==> src/rtl/kp_row_drive_if.sv <==
// Keypad pad and key-event signal bundle for kp_row_drive.
// master: row-drive controller side; slave: pads/consumer side.
interface kp_row_drive_if;
  logic [3:0] k_i;
  logic [3:0] k_o;
  logic [3:0] key;
  logic       key_vld;
  logic       key_dn;

  modport master (
    input  k_i,
    output k_o,
    output key,
    output key_vld,
    output key_dn
  );

  modport slave (
    output k_i,
    input  k_o,
    input  key,
    input  key_vld,
    input  key_dn
  );
endinterface

==> src/rtl/kp_row_drive.sv <==
// 4x4 keypad row-drive scanner: strobes rows active-low, debounces columns, emits key code + strobe.
// Optional auto-repeat while a key is held: define KP_ROW_DRIVE_REPEAT_EN.
module kp_row_drive #(
  parameter int unsigned SCAN_DIV       = 1000,
  parameter int unsigned DEBOUNCE_SCANS = 4,
  parameter int unsigned REPEAT_DWELLS  = 256
) (
  input  logic          clk,
  input  logic          rst_n,
  kp_row_drive_if.master kp
);

  localparam int unsigned CNT_W = $clog2(SCAN_DIV);
  localparam int unsigned DEB_W = $clog2(DEBOUNCE_SCANS + 1);
`ifdef KP_ROW_DRIVE_REPEAT_EN
  localparam int unsigned REP_W = $clog2(REPEAT_DWELLS + 1);
`endif

  if (SCAN_DIV < 2 || DEBOUNCE_SCANS < 1 || REPEAT_DWELLS < 1) begin : g_param_check
    $error("kp_row_drive: illegal parameter value");
  end

  typedef enum logic [1:0] {
    ST_SCAN     = 2'd0,
    ST_DEBOUNCE = 2'd1,
    ST_HELD     = 2'd2
  } state_e;

  function automatic logic [3:0] row_drive(input logic [1:0] row);
    return ~(4'b0001 << row);
  endfunction

  state_e           state_q, state_d;
  logic [CNT_W-1:0] cnt_q;
  logic [1:0]       row_q, row_d;
  logic [3:0]       k_o_q, k_o_d;
  logic [3:0]       cand_q, cand_d;
  logic [DEB_W-1:0] match_q, match_d;
  logic [DEB_W-1:0] rel_q, rel_d;
  logic [3:0]       key_q, key_d;
  logic             key_vld_q, key_vld_d;
  logic             key_dn_q, key_dn_d;
`ifdef KP_ROW_DRIVE_REPEAT_EN
  logic [REP_W-1:0] rep_q, rep_d;
`endif

  logic [3:0] sync1_q, ks_q;
  logic       sample_c;
  logic       hit_c;
  logic [1:0] col_c;
  logic [3:0] code_c;

  // Two-flop synchronizer on the asynchronous column pads (idle = pulled high)
  always_ff @(posedge clk or negedge rst_n) begin
    if (!rst_n) begin
      sync1_q <= 4'hF;
      ks_q    <= 4'hF;
    end else begin
      sync1_q <= kp.k_i;
      ks_q    <= sync1_q;
    end
  end

  // Dwell counter: the last count of each dwell is the sample cycle
  assign sample_c = (cnt_q == CNT_W'(SCAN_DIV - 1));

  always_ff @(posedge clk or negedge rst_n) begin
    if (!rst_n) begin
      cnt_q <= '0;
    end else if (sample_c) begin
      cnt_q <= '0;
    end else begin
      cnt_q <= cnt_q + CNT_W'(1);
    end
  end

  // Highest active-low column wins
  always_comb begin
    hit_c = 1'b1;
    col_c = 2'd0;
    if (!ks_q[3]) begin
      col_c = 2'd3;
    end else if (!ks_q[2]) begin
      col_c = 2'd2;
    end else if (!ks_q[1]) begin
      col_c = 2'd1;
    end else if (!ks_q[0]) begin
      col_c = 2'd0;
    end else begin
      hit_c = 1'b0;
    end
  end

  assign code_c = {row_q, col_c};

  always_comb begin
    state_d   = state_q;
    row_d     = row_q;
    k_o_d     = k_o_q;
    cand_d    = cand_q;
    match_d   = match_q;
    rel_d     = rel_q;
    key_d     = key_q;
    key_vld_d = 1'b0;
    key_dn_d  = key_dn_q;
`ifdef KP_ROW_DRIVE_REPEAT_EN
    rep_d     = rep_q;
`endif

    unique case (state_q)
      ST_SCAN: begin
        if (sample_c) begin
          if (!hit_c) begin
            row_d = row_q + 2'd1;
            k_o_d = row_drive(row_q + 2'd1);
          end else begin
            cand_d  = code_c;
            match_d = DEB_W'(1);
            if (DEBOUNCE_SCANS == 1) begin
              key_d     = code_c;
              key_vld_d = 1'b1;
              key_dn_d  = 1'b1;
              rel_d     = '0;
`ifdef KP_ROW_DRIVE_REPEAT_EN
              rep_d     = '0;
`endif
              state_d   = ST_HELD;
            end else begin
              state_d = ST_DEBOUNCE;
            end
          end
        end
      end

      ST_DEBOUNCE: begin
        if (sample_c) begin
          if (hit_c && (code_c == cand_q)) begin
            if ((match_q + DEB_W'(1)) == DEB_W'(DEBOUNCE_SCANS)) begin
              key_d     = cand_q;
              key_vld_d = 1'b1;
              key_dn_d  = 1'b1;
              rel_d     = '0;
`ifdef KP_ROW_DRIVE_REPEAT_EN
              rep_d     = '0;
`endif
              state_d   = ST_HELD;
            end else begin
              match_d = match_q + DEB_W'(1);
            end
          end else begin
            match_d = '0;
            row_d   = row_q + 2'd1;
            k_o_d   = row_drive(row_q + 2'd1);
            state_d = ST_SCAN;
          end
        end
      end

      ST_HELD: begin
        if (sample_c) begin
          if (!hit_c) begin
`ifdef KP_ROW_DRIVE_REPEAT_EN
            rep_d = '0;
`endif
            if ((rel_q + DEB_W'(1)) == DEB_W'(DEBOUNCE_SCANS)) begin
              rel_d    = '0;
              match_d  = '0;
              key_dn_d = 1'b0;
              row_d    = row_q + 2'd1;
              k_o_d    = row_drive(row_q + 2'd1);
              state_d  = ST_SCAN;
            end else begin
              rel_d = rel_q + DEB_W'(1);
            end
          end else begin
            // Any key in the frozen row (even a different one) keeps the hold alive
            rel_d = '0;
`ifdef KP_ROW_DRIVE_REPEAT_EN
            if ((rep_q + REP_W'(1)) == REP_W'(REPEAT_DWELLS)) begin
              rep_d     = '0;
              key_vld_d = 1'b1;
            end else begin
              rep_d = rep_q + REP_W'(1);
            end
`endif
          end
        end
      end

      default: begin
        state_d = ST_SCAN;
      end
    endcase
  end

  always_ff @(posedge clk or negedge rst_n) begin
    if (!rst_n) begin
      state_q   <= ST_SCAN;
      row_q     <= 2'd0;
      k_o_q     <= 4'b1110;
      cand_q    <= 4'h0;
      match_q   <= '0;
      rel_q     <= '0;
      key_q     <= 4'h0;
      key_vld_q <= 1'b0;
      key_dn_q  <= 1'b0;
`ifdef KP_ROW_DRIVE_REPEAT_EN
      rep_q     <= '0;
`endif
    end else begin
      state_q   <= state_d;
      row_q     <= row_d;
      k_o_q     <= k_o_d;
      cand_q    <= cand_d;
      match_q   <= match_d;
      rel_q     <= rel_d;
      key_q     <= key_d;
      key_vld_q <= key_vld_d;
      key_dn_q  <= key_dn_d;
`ifdef KP_ROW_DRIVE_REPEAT_EN
      rep_q     <= rep_d;
`endif
    end
  end

  assign kp.k_o     = k_o_q;
  assign kp.key     = key_q;
  assign kp.key_vld = key_vld_q;
  assign kp.key_dn  = key_dn_q;

endmodule
==> src/flat_wrapper.sv <==
// flat-port wrapper written by rule: the top's interface ports become plain ports
module kp_row_drive_flat 
#(
  parameter int unsigned SCAN_DIV       = 1000,
  parameter int unsigned DEBOUNCE_SCANS = 4,
  parameter int unsigned REPEAT_DWELLS  = 256
)
  (clk, rst_n, kp_k_i, kp_k_o, kp_key, kp_key_vld, kp_key_dn);
  kp_row_drive_if kp_i ();
  input  logic clk;
  input  logic rst_n;
  input wire logic [$bits(kp_i.k_i)-1:0] kp_k_i;
  output wire logic [$bits(kp_i.k_o)-1:0] kp_k_o;
  output wire logic [$bits(kp_i.key)-1:0] kp_key;
  output wire logic [$bits(kp_i.key_vld)-1:0] kp_key_vld;
  output wire logic [$bits(kp_i.key_dn)-1:0] kp_key_dn;
  assign kp_i.k_i = kp_k_i;
  assign kp_k_o = kp_i.k_o;
  assign kp_key = kp_i.key;
  assign kp_key_vld = kp_i.key_vld;
  assign kp_key_dn = kp_i.key_dn;
  kp_row_drive #(.SCAN_DIV(SCAN_DIV), .DEBOUNCE_SCANS(DEBOUNCE_SCANS), .REPEAT_DWELLS(REPEAT_DWELLS)) u_core (.clk(clk), .rst_n(rst_n), .kp(kp_i));
endmodule
==> config.mk <==
export PLATFORM = sky130hd
export DESIGN_NAME = kp_row_drive_flat
export DESIGN_NICKNAME = d
export VERILOG_FILES = /design/src/rtl/kp_row_drive_if.sv /design/src/rtl/kp_row_drive.sv /design/src/flat_wrapper.sv
export SDC_FILE = /design/constraint.sdc
export NUM_CORES = 1
export LEC_CHECK = 0
export BUFFER_PORTS_ARGS = -buffer_cell sky130_fd_sc_hd__buf_2
export CAP_MARGIN = 40
export CORE_MARGIN = 1
export CORE_UTILIZATION = 59
export DETAILED_ROUTE_END_ITERATION = 7
export GPL_TIMING_DRIVEN = 0
export PLACE_DENSITY = 0.8
export SYNTH_ARGS = -nofsm -noshare
export SYNTH_HDL_FRONTEND = slang
export SYNTH_SLANG_ARGS = --single-unit
==> constraint.sdc <==
create_clock -name clk -period 2.44 [get_ports clk]
set_input_delay 0.366 -clock clk [delete_from_list [all_inputs] [get_ports clk]]
set_output_delay 0.366 -clock clk [all_outputs]
set_load 0.02 [all_outputs]
==> results by stage, run 1 <==
Run status:
- The run finished with clean final reports.

Floorplanning:
- Pin placement for this block handled 16 I/O pins.
- The die extent in x is roughly 62 um.
- The floorplan step set the die height to about 62 um.
- The starting density of the core is 0.632.
- The total area inside the core boundary comes to around 3400 sq um.
- The floorplan step defined a die boundary enclosing roughly 3900 sq um.
- The number of rows created at floorplan is 21.

Worst setup path:
- Together, buffers and inverters on the worst path number 0.
- Walking the worst path, the cells encountered are ha_1 > nand2_1 > nor4_1 > o2111ai_1 > a21o_2 > o221a_2.
- The worst setup path is launched from a register.
- The kind of critical path is reg -> reg.
- The worst register-to-register path begins at u_core.cnt_q[0]$_DFF_PN0_.
- The slack of the worst reg-to-reg path is around 0.15 ns.
- The most critical setup path has its startpoint at u_core.cnt_q[0]$_DFF_PN0_.
- The family with the most delay on the worst path is compound AO/OA/AOI/OAI gates.
- STA classifies the critical path endpoint as a register.
- The critical path data arrival time is roughly 2.6 ns.
- In this design, the stage delay of the slowest critical-path cell is 0.48 ns.
- STA puts the critical path data required time at approximately 2.7 ns.
- The cell with the largest stage delay on the worst path is o2111ai_1.
- The peak fanout along the critical path is 7.

Final layout:
- The library cell used most frequently in the layout, excluding fill and tap cells, is dfrtp_1.
- Fill cells in the final layout number between 200 and 300.
- The antenna diode count is 0.
- The sequential standard cell area is 1060 sq um.
- In the layout the commonest cells are dfrtp_1, buf_2, ha_1.
- In the final layout, the share of cells above drive strength 1 is 0.293.
- The area taken by multi-input logic gates is 1030 sq um.
- The core occupancy in the finished layout is 0.698.
- Compared with the post-synthesis result, the final layout area differs by 10.5%.
- The net count of the finished layout is between 200 and 250.

Logic synthesis:
- When the netlist entered floorplanning its net count stood at approximately 200.
- The total standard cell area after synthesis is 2160 sq um.
- The flip-flop and latch count after synthesis is 42.
- The number of warning messages in the yosys log is 0.
- Of the synthesized area, sequential elements account for 0.494.
- Yosys mapped the design onto 52 distinct sky130hd cell types.
- The number of flops mapped to enable cells by yosys is 0.
- After synthesis, the share of flip-flops with an asynchronous set or reset is 1.00.
- Counting every instance in the synthesized netlist gives between 150 and 200.
- The dominant register cell in the synthesized netlist is dfrtp_1.
- The average instance in the mapped netlist occupies ~12 sq um.

Clock tree:
- The CTS sink count is 42.
- The number of buffers created by CTS is 5.
- No sink is reached through more buffers than the 2 on the longest clock path.
- The TritonCTS clock tree is done.
- After clock tree synthesis, the setup repair step added 0 buffers.
- The clock tree synthesis step divided the H-tree into 2 levels.
- The clock-pin transition on the worst setup and hold timing paths is around 0.12 ns.
- The clock latency of the later-clocked register in the worst-skew pair is 0.36 ns.
- The cell sitting at the root of the clock tree is a clkbuf_4.

Power and ir drop:
- Summed over all cells, the static leakage comes to 1.07 nW.
- The highest ir drop seen on vdd is roughly 0.00032 V.
- The power density normalized to cell area is around 460 nW/um^2.
- Summing internal, switching and leakage power gives between 1 and 1.5 mW.

STA:
- Setup violations remaining at the end of the flow were counted as 0.
- The achievable clock frequency is around 440 MHz.
- The final critical-path required period is roughly 2.3 ns.
- The final number of max-transition violations is 0.
- The worst pin sits at a relative slew slack of 0.474.
- The setup TNS is 0 ns.
- Setup repair after global routing left no endpoint under its margin.
- The worst-case clock skew is roughly 0.012 ns.
- At the pin with the least slew margin, the transition time is between 0.7 and 0.8 ns.
- The number of hold violations in the final report came to 0.
- Of the available clock period, the critical path in the final layout requires 0.937.

Place:
- At the end of routability-driven placement, the weighted congestion stood at around 0.85.
- The port buffer count is 15.
- Once detailed placement completed, the half-perimeter wirelength came to roughly 2.9 mm.

Detailed routing:
- The via density per instance is just under 6.
- The routed wire length per instance is around 15 um.
- The routed wire length is roughly 3.9 mm.
- For this block, the initial DRC count from the detailed router was about 110.
- The count of nets left with antenna violations after detail routing is 0.
- The final route contains ~1500 vias.
- The first TritonRoute pass finished after 4 iterations.
- For this run, design rule violations remaining after detail routing come to 0.

GRT:
- The first-pass GRT wire length is between 6 and 7 mm.
- Entering global routing, the biggest net connects 33 pins.
- The number of antenna violations at the first check in global routing is 0.
- The via count of the first global-routing pass was 1499.
- The total routing usage reported by global routing is 0.231.
- The total congestion overflow after global routing is 0.

Hold path:
- The startpoint identified for the worst hold timing path is kp_k_i[2].
- In this run the worst hold path is classified as in -> reg.

Run:
- The number of maximum-capacitance constraint violations is 0.
==> worst register-to-register path, delay by kind of cell, from the launching register on <==
family / cells / cell delay [ns]
flip-flops: 1 / 0.42
AND/OR/NAND/NOR: 2 / 0.57
adder cells (fa/ha/maj): 1 / 0.24
AO/OA/AOI/OAI: 3 / 0.95
==> cells in the mapped netlist, drive strengths merged (2+ instances only) <==
cell	instances	area share
o21ai	8	0.020
mux2	9	0.049
nor2	10	0.017
nand3	8	0.024
o211ai	2	0.0093
a22oi	2	0.0093
nand4	5	0.015
o32ai	2	0.017
dfrtp	31	0.36
nor3	4	0.0093
o31ai	3	0.013
inv	11	0.019
a31oi	2	0.0058
nand2b	3	0.0087
dfstp	11	0.13
xnor2	6	0.024
a21oi	5	0.013
and3	3	0.0093
and2	2	0.0058
xor2	5	0.020
mux2i	6	0.028
buf	3	0.012
nor4	2	0.013
ha	13	0.075
nand2	12	0.021
==> final timing paths <==
| kind | end | depth (start not counted) |
|---|---|---|
| min in group asynchronous | u_core.cnt_q[4]$_DFF_PN0_ | 2 |
| setup reg to reg | u_core.rel_q[2]$_DFFE_PN0P_ | 6 |
| max in group asynchronous | u_core.kp.k_o[1]$_DFFE_PN1P_ | 3 |
| setup / recovery | u_core.rel_q[2]$_DFFE_PN0P_ | 6 |
| hold / removal | u_core.sync1_q[2]$_DFF_PN1_ | 1 |
| hold reg to reg | u_core.ks_q[0]$_DFF_PN1_ | 0 |
==> layout make-up <==
cell class              instances  share of cell area
plain buffers                   3              0.0110
clock buffers                   5              0.0157
clock inverters                 3             0.00892
inverters                      11              0.0173
multi-input cells             127               0.432
flip-flops and latches         42               0.447
well taps                      46              0.0241
repair buffers                 17              0.0441
==> power by group <==
group / internal [mW] / switching [mW] / total [mW]
clock: 0.112 / 0.236 / 0.348
sequential: 0.709 / 0.00515 / 0.714
combinational: 0.0122 / 0.0211 / 0.0333
==> registers in the layout (all words and copies together) (netlist names) <==
signal / cells
u_core.cnt_q: 10
u_core.kp.key_dn: 1
u_core.state_q: 2
u_core.match_q: 3
u_core.kp.k_o: 4
u_core.ks_q: 4
u_core.sync1_q: 4
u_core.kp.key: 4
u_core.row_q: 2
u_core.cand_q: 4
u_core.kp.key_vld: 1
u_core.rel_q: 3
==> logic make-up after synthesis <==
kind of cell    synth area share
xor+xnor                  0.0447
buf+inv                   0.0313
compound gates             0.126
flops                      0.494
simple gates               0.153
fa+ha+maj                 0.0754
mux                       0.0766
==> routing by layer <==
layer	GRT usage	vias up	share of wire
met5	0	-	0
met3	0.0493	8	0.030
li1	-	712	-
met1	0.291	725	0.45
met2	0.379	32	0.50
met4	0.108	0	0.019
==> timing repair <==
action	in CTS	in global routing
setup endpoints to repair	0	2
hold buffers	1	0
hold endpoints to repair	8	0
resized for setup	0	1
==> through the flow <==
stage          area (sq um)  hold WS (ns)  setup WS (ns)  std cells
2_1_floorplan          2160        0.0704          0.483        183
3_3_place_gp           2290         0.346          0.264        244
3_5_place_dp           2310         0.266          0.155        245
4_1_cts                2380        0.0727          0.162        254
5_1_grt                2380        0.0579         0.0266        254
6_report               2380        0.0904          0.153        254
Power figures use the tool's default switching activity.
==> run 2: changes to the inputs <==
- clock period: 2.44 -> 2.15 ns (I/O delays scaled with it)
==> results by stage, run 2 (synthesized netlist as in run 1, its figures left out) <==
Run status:
- Status: completed (unchanged).

Final layout:
- The area growth from synthesis to layout is 13.9% (was 10.5%).
- Leading cell types in the layout, fill and taps excluded: dfrtp_1, buf_2, ha_1 (unchanged).
- The count of filler cells inserted in the layout is 239 (was 254).
- The flip-flop count of the largest register, all copies and words added is 10 (unchanged).
- The fraction of layout instances using a drive strength above 1 came to 0.341 (was 0.293).
- The number of non-filler instances in the completed layout is 257 (was 254).
- The most common cell after layout, fill and taps aside is dfrtp_1 (unchanged).
- The antenna diode count came to 0 (unchanged).
- The sequential standard cell area is 1070 sq um (was 1060 sq um).
- The register ranked first by flip-flop count was u_core.cnt_q (unchanged).
- The area taken by multi-input logic gates is 1080 sq um (was 1030 sq um).
- The net total in the final layout is 229 (was 226).

STA:
- The final number of max-transition violations is 0 (unchanged).
- The total setup violations reported at the end of the flow came to 0 (unchanged).
- The final critical-path required period came to 2.13 ns (was 2.29 ns).
- Unrepaired setup endpoints after global routing: true (was false).
- The portion of the clock cycle consumed by the worst path in the final layout is 0.989 (was 0.937).
- The transition time of the tightest slew-check pin is 0.429 ns (was 0.789 ns).
- The worst-case clock skew came to 0.0129 ns (was 0.0116 ns).
- The number of hold violations in the final report is 0 (unchanged).
- The achievable clock frequency was 470 MHz (was 437 MHz).
- The tightest slew margin relative to the limit is 0.712 (was 0.474).
- The setup TNS is 0 ns (unchanged).

Detailed routing:
- The starting DRC count in detailed routing came to 95 (was 111).
- The via density per instance came to 5.81 (about the same).
- The routed wire length came to 4.02 mm (was 3.86 mm).
- The routed wire length per instance is 15.6 um (was 15.2 um).
- The DRC violations left is 0 (unchanged).
- The overall via count from detail_route is 1493 (was 1477).
- The count of nets left with antenna violations after detail routing came to 0 (unchanged).
- The first-pass detailed-route iteration total is 4 (unchanged).

GRT:
- The via count of the first global-routing pass came to 1513 (was 1499).
- The first-pass GRT wire length is 6.91 mm (was 6.89 mm).
- The maximum number of pins on one net before global-route repair was 33 (unchanged).
- The number of antenna violations at the first check in global routing is 0 (unchanged).
- The total routing usage reported by global routing is 0.232 (was 0.231).
- The total congestion overflow after global routing was 0 (unchanged).

Floorplanning:
- The die extent in x was 62.5 um (unchanged).
- The I/O pin count is 16 (unchanged).
- The total die area came to 3900 sq um (unchanged).
- The total core area is 3420 sq um (unchanged).
- The die outline height came to 62.5 um (unchanged).
- The starting density of the core came to 0.632 (unchanged).
- The number of rows created at floorplan is 21 (unchanged).

Power and ir drop:
- The power density normalized to cell area came to 508 nW/um^2 (was 459 nW/um^2).
- The highest ir drop seen on vdd is 0.000361 V (was 0.000320 V).
- The static power due to leakage is 1.09 nW (was 1.07 nW).

Clock tree:
- The cell at the root of the clock tree is clkbuf_4 (unchanged).
- The maximum clock insertion buffer count came to 2 (unchanged).
- The H-tree depth is 2 (unchanged).
- The TritonCTS clock tree is done (unchanged).
- The clock-pin transition on the worst setup and hold timing paths is 0.12 ns (about the same).
- The clock latency of the later-clocked register in the worst-skew pair came to 0.36 ns (about the same).
- The number of buffers created by CTS is 5 (unchanged).
- The CTS sink count is 42 (unchanged).

Worst setup path:
- The kind of start point of the critical path is a register (unchanged).
- The launching point of the worst reg2reg path is u_core.ks_q[2]$_DFF_PN1_ (was u_core.cnt_q[0]$_DFF_PN0_).
- The count of cells along the worst register-to-register path is 7 (was 6).
- The critical path data arrival time came to 2.38 ns (was 2.55 ns).
- The cell with the largest stage delay on the worst path is dfstp_2 (was o2111ai_1).
- The data required time at the worst endpoint came to 2.40 ns (was 2.70 ns).
- The longest individual stage delay on the worst path is 0.61 ns (was 0.48 ns).
- The reg-to-reg endpoint is u_core.row_q[1]$_DFFE_PN0P_ (was u_core.rel_q[2]$_DFFE_PN0P_).
- The slack of the worst reg-to-reg path is 0.02 ns (was 0.15 ns).
- The kind of critical path is reg -> reg (unchanged).
- The element type at the critical path end is a register (unchanged).
- Series of cell instances along the critical path: and4_2 > buf_4 > nand2b_1 > o32ai_4 > o211a_1 > buf_6 > mux2_4 (was ha_1 > nand2_1 > nor4_1 > o2111ai_1 > a21o_2 > o221a_2).
- The peak fanout along the critical path was 9 (was 7).

Place:
- The post-DP HPWL is 2.90 mm (unchanged).
- The cell total after placement was 245 (unchanged).
- The global placer's final weighted congestion is 0.849 (unchanged).
- The port buffer count is 15 (unchanged).

Hold path:
- The instance count along the most critical hold path is 1 (unchanged).
- The class of the tightest hold or removal check is in -> reg (unchanged).
- The start point of the worst min-delay path is kp_k_i[2] (unchanged).
- The endpoint of the worst hold path is u_core.sync1_q[2]$_DFF_PN1_ (unchanged).

Run:
- The number of maximum-capacitance constraint violations came to 0 (unchanged).
run 2: repair_timing:
action                                  in CTS  in global routing
pin swaps                                    1                  1
endpoints found under the hold margin        8                  0
hold buffers                                 1                  0
resized for setup                            5                  6
endpoints found under the setup margin      10                 15
buffers inserted                             0                  3
run 2: final cells by class:
cell class | instances | share of cell area
Buffer | 3 | 0.0107
Clock buffer | 5 | 0.0153
Clock inverter | 3 | 0.00866
Inverter | 11 | 0.0168
Multi-Input combinational cell | 127 | 0.439
Sequential cell | 42 | 0.434
Tap cell | 46 | 0.0234
Timing Repair Buffer | 20 | 0.0520
run 2: stage by stage:
stage                     power (mW)  hold slack [ns]  setup slack [ns]   util  instance area [sq um]
final                           1.25           0.0495            0.0228  0.719                   2460
after global routing            1.31           0.0130           -0.0738  0.719                   2460
after CTS                       1.26           0.0292           0.00443  0.703                   2400
after detailed placement       0.862            0.222            -0.135  0.676                   2310
after global placement         0.855            0.346           -0.0260  0.670                   2290
after floorplan                0.834           0.0269             0.193      -                   2160
run 2: worst max path at each step:
| stage | cells past startpoint | to | from | slack [ns] |
|---|---|---|---|---|
| finish | 7 | u_core.row_q[1]$_DFFE_PN0P_ | u_core.ks_q[2]$_DFF_PN1_ | 0.02 |
| global route | 5 | u_core.cand_q[1]$_DFFE_PN0P_ | u_core.cnt_q[0]$_DFF_PN0_ | -0.07 |
| CTS | 7 | u_core.row_q[1]$_DFFE_PN0P_ | u_core.rel_q[0]$_DFFE_PN0P_ | 0.004 |
| detailed placement | 6 | u_core.kp.key[0]$_DFFE_PN0P_ | u_core.state_q[1]$_DFFE_PN0P_ | -0.13 |
| global placement | 5 | u_core.cand_q[1]$_DFFE_PN0P_ | u_core.cnt_q[0]$_DFF_PN0_ | -0.03 |
| floorplan | 7 | u_core.row_q[1]$_DFFE_PN0P_ | u_core.rel_q[0]$_DFFE_PN0P_ | 0.19 |
run 2: power breakdown:
part           switching, mW  internal [mW]  total (mW)
Clock                  0.268          0.127       0.395
Sequential           0.00547          0.804       0.810
Combinational         0.0267         0.0152      0.0419
Total                  0.300          0.947        1.25
run 2: critical path, delay by kind of cell (launching register included):
family	cells	cell delay, ns
DFF	1	0.61
muxes	1	0.29
and+or+nand+nor	2	0.33
AOI/OAI and AO/OA	2	0.46
buffers and inverters	2	0.33
run 2: layer usage:
layer / global-route usage / wire length [um] / vias to the layer above
li1: - / - / 715
met1: 0.296 / 1760 / 735
met2: 0.376 / 2040 / 34
met3: 0.0547 / 139 / 9
met4: 0.105 / 76 / 0
met5: 0 / 0 / -
==> run 3: changes to the inputs <==
- RECOVER_POWER: default -> 50
==> results by stage, run 3 (synthesized netlist as in run 1, its figures left out) <==
Run status:
- Status: completed (unchanged).

Power and ir drop:
- The highest ir drop seen on vdd is 0.000361 V (about the same).
- The power density normalized to cell area was 510 nW/um^2 (was 508 nW/um^2).
- The static power due to leakage came to 1.08 nW (was 1.09 nW).
- The part of the total power dissipated in combinational logic is 0.031 (was 0.034).
- The fraction of power consumed by sequential logic is 0.651 (was 0.649).
- The cell internal power dissipation is 0.943 mW (was 0.947 mW).
- The portion of total power attributed to the clock network was 0.318 (was 0.317).
- The net switching power was 0.300 mW (about the same).
- The share of total power consumed by net switching is 0.241 (about the same).

STA:
- The transition time of the tightest slew-check pin was 0.773 ns (was 0.429 ns).
- The achievable clock frequency was 470 MHz (about the same).
- Unrepaired setup endpoints after global routing: true (unchanged).
- The tightest slew margin relative to the limit was 0.484 (was 0.712).
- The final critical-path required period is 2.13 ns (about the same).
- The portion of the clock cycle consumed by the worst path in the final layout was 0.990 (was 0.989).
- The number of hold violations in the final report is 0 (unchanged).
- The total setup violations reported at the end of the flow is 0 (unchanged).
- The worst-case clock skew is 0.0129 ns (unchanged).
- The final number of max-transition violations was 0 (unchanged).

Final layout:
- The antenna diode count was 0 (unchanged).
- The fraction of layout instances using a drive strength above 1 came to 0.336 (was 0.341).
- The count of filler cells inserted in the layout was 242 (was 239).
- The area growth from synthesis to layout is 13.1% (was 13.9%).
- Leading cell types in the layout, fill and taps excluded: dfrtp_1, buf_2, ha_1 (unchanged).
- The net total in the final layout is 229 (unchanged).
- The most common cell after layout, fill and taps aside is dfrtp_1 (unchanged).
- The area taken by multi-input logic gates is 1080 sq um (unchanged).
- The sequential standard cell area is 1070 sq um (unchanged).
- The flip-flop count of the largest register, all copies and words added is 10 (unchanged).
- The final instance area is 2440 sq um (was 2460 sq um).
- The number of non-filler instances in the completed layout is 257 (unchanged).
- The register ranked first by flip-flop count is u_core.cnt_q (unchanged).

Detailed routing:
- The highest layer used for signal routing is met4 (unchanged).
- The total length of routed met3 wires is 152 um (was 139 um).
- The starting DRC count in detailed routing was 95 (unchanged).
- The detailed-routing wirelength on met1 is 1.74 mm (was 1.76 mm).
- The via density per instance was 5.83 (was 5.81).
- The routed wire length came to 4.02 mm (about the same).
- The count of nets left with antenna violations after detail routing is 0 (unchanged).
- The routed wire length per instance came to 15.6 um (about the same).
- The overall via count from detail_route was 1498 (was 1493).
- The DRC violations left is 0 (unchanged).
- The routed length on met2 is 2.04 mm (about the same).
- The first-pass detailed-route iteration total is 4 (unchanged).

Worst setup path:
- The data required time at the worst endpoint is 2.40 ns (about the same).
- The critical path data arrival time is 2.38 ns (about the same).
- The element type at the critical path end is a register (unchanged).
- The kind of start point of the critical path is a register (unchanged).
- The peak fanout along the critical path came to 9 (unchanged).
- The kind of critical path is reg -> reg (unchanged).

Clock tree:
- The cell at the root of the clock tree is clkbuf_4 (unchanged).
- The maximum clock insertion buffer count is 2 (unchanged).
- The clock-pin transition on the worst setup and hold timing paths was 0.12 ns (about the same).
- The clock latency of the later-clocked register in the worst-skew pair was 0.36 ns (about the same).
- The CTS sink count came to 42 (unchanged).
- The H-tree depth came to 2 (unchanged).
- The TritonCTS clock tree is done (unchanged).
- The number of buffers created by CTS is 5 (unchanged).

Floorplanning:
- The I/O pin count is 16 (unchanged).
- The number of rows created at floorplan is 21 (unchanged).
- The total core area is 3420 sq um (unchanged).
- The die extent in x was 62.5 um (unchanged).
- The starting density of the core was 0.632 (unchanged).
- The total die area came to 3900 sq um (unchanged).
- The die outline height is 62.5 um (unchanged).

Place:
- The port buffer count is 15 (unchanged).
- The cell total after placement is 245 (unchanged).
- The global placer's final weighted congestion is 0.849 (unchanged).
- The post-placement cell area is 2310 sq um (unchanged).
- The post-DP HPWL came to 2.90 mm (unchanged).

Run:
- The number of maximum-capacitance constraint violations was 0 (unchanged).

Hold path:
- The class of the tightest hold or removal check was in -> reg (unchanged).

GRT:
- The total congestion overflow after global routing is 0 (unchanged).
- The total routing usage reported by global routing was 0.232 (unchanged).
- The via count of the first global-routing pass is 1513 (unchanged).
- The first-pass GRT wire length is 6.91 mm (unchanged).
- The number of antenna violations at the first check in global routing is 0 (unchanged).
- The maximum number of pins on one net before global-route repair is 33 (unchanged).
## run 3: changes by cell type in the layout (fill, tap and decap cells not counted)
cell      before  now
buf_2         15   14
clkbuf_1       0    1
buf_12         1    0
clkbuf_2       0    1
## run 3: through the flow
step	setup WS, ns	utilization	power [mW]	hold WS [ns]	setup TNS (ns)
CTS	0.00443	0.703	1.26	0.0292	0
global route	-0.0738	0.714	1.30	0.0130	-0.238
global placement	-0.0260	0.670	0.855	0.346	-0.0650
detailed placement	-0.135	0.676	0.862	0.222	-0.763
floorplan	0.193	-	0.834	0.0269	0
finish	0.0212	0.714	1.24	0.0495	0
## run 3: final timing paths
kind	start	endpoint	slack (ns)	cells after the start
setup / recovery	u_core.ks_q[2]$_DFF_PN1_	u_core.row_q[1]$_DFFE_PN0P_	0.02	7
hold / removal	kp_k_i[2]	u_core.sync1_q[2]$_DFF_PN1_	0.05	1
setup reg to reg	u_core.ks_q[2]$_DFF_PN1_	u_core.row_q[1]$_DFFE_PN0P_	0.02	7
hold reg to reg	u_core.sync1_q[0]$_DFF_PN1_	u_core.ks_q[0]$_DFF_PN1_	0.36	0
max in group asynchronous	rst_n	u_core.rel_q[0]$_DFFE_PN0P_	0.49	3
min in group asynchronous	rst_n	u_core.cnt_q[4]$_DFF_PN0_	0.46	2
## run 3: final cells by class
class / count / area share
Timing Repair Buffer: 20 / 0.0456
Sequential cell: 42 / 0.437
Multi-Input combinational cell: 127 / 0.442
Inverter: 11 / 0.0169
Buffer: 3 / 0.0108
Tap cell: 46 / 0.0236
Clock buffer: 5 / 0.0154
Clock inverter: 3 / 0.00872
## run 3: power by group through the flow
stage,Combinational (mW),Clock [mW],Sequential (mW)
2_1_floorplan,0.0113,0,0.823
3_3_place_gp,0.0318,0,0.823
3_5_place_dp,0.0381,0,0.824
4_1_cts,0.0398,0.410,0.810
5_1_grt,0.0439,0.447,0.811
6_report,0.0381,0.396,0.810
## run 3: what timing repair did
item,CTS,global route
setup endpoints to repair,10,15
hold buffers,1,0
pin swaps,1,1
endpoints found under the hold margin,8,0
gates resized for setup,5,6
buffers inserted,0,3
## run 3: critical path, cell delays in order (launching register included)
cell and delay, ns:
dfstp_2 0.61, and4_2 0.22, buf_4 0.18, nand2b_1 0.11, o32ai_4 0.24, o211a_1 0.22, buf_6 0.15, mux2_4 0.29
## run 3: metal layers
layer  track usage  vias to the layer above
met2         0.376                       38
met5             0                        -
met1         0.296                      735
met4         0.105                        0
li1              -                      716
met3        0.0547                        9
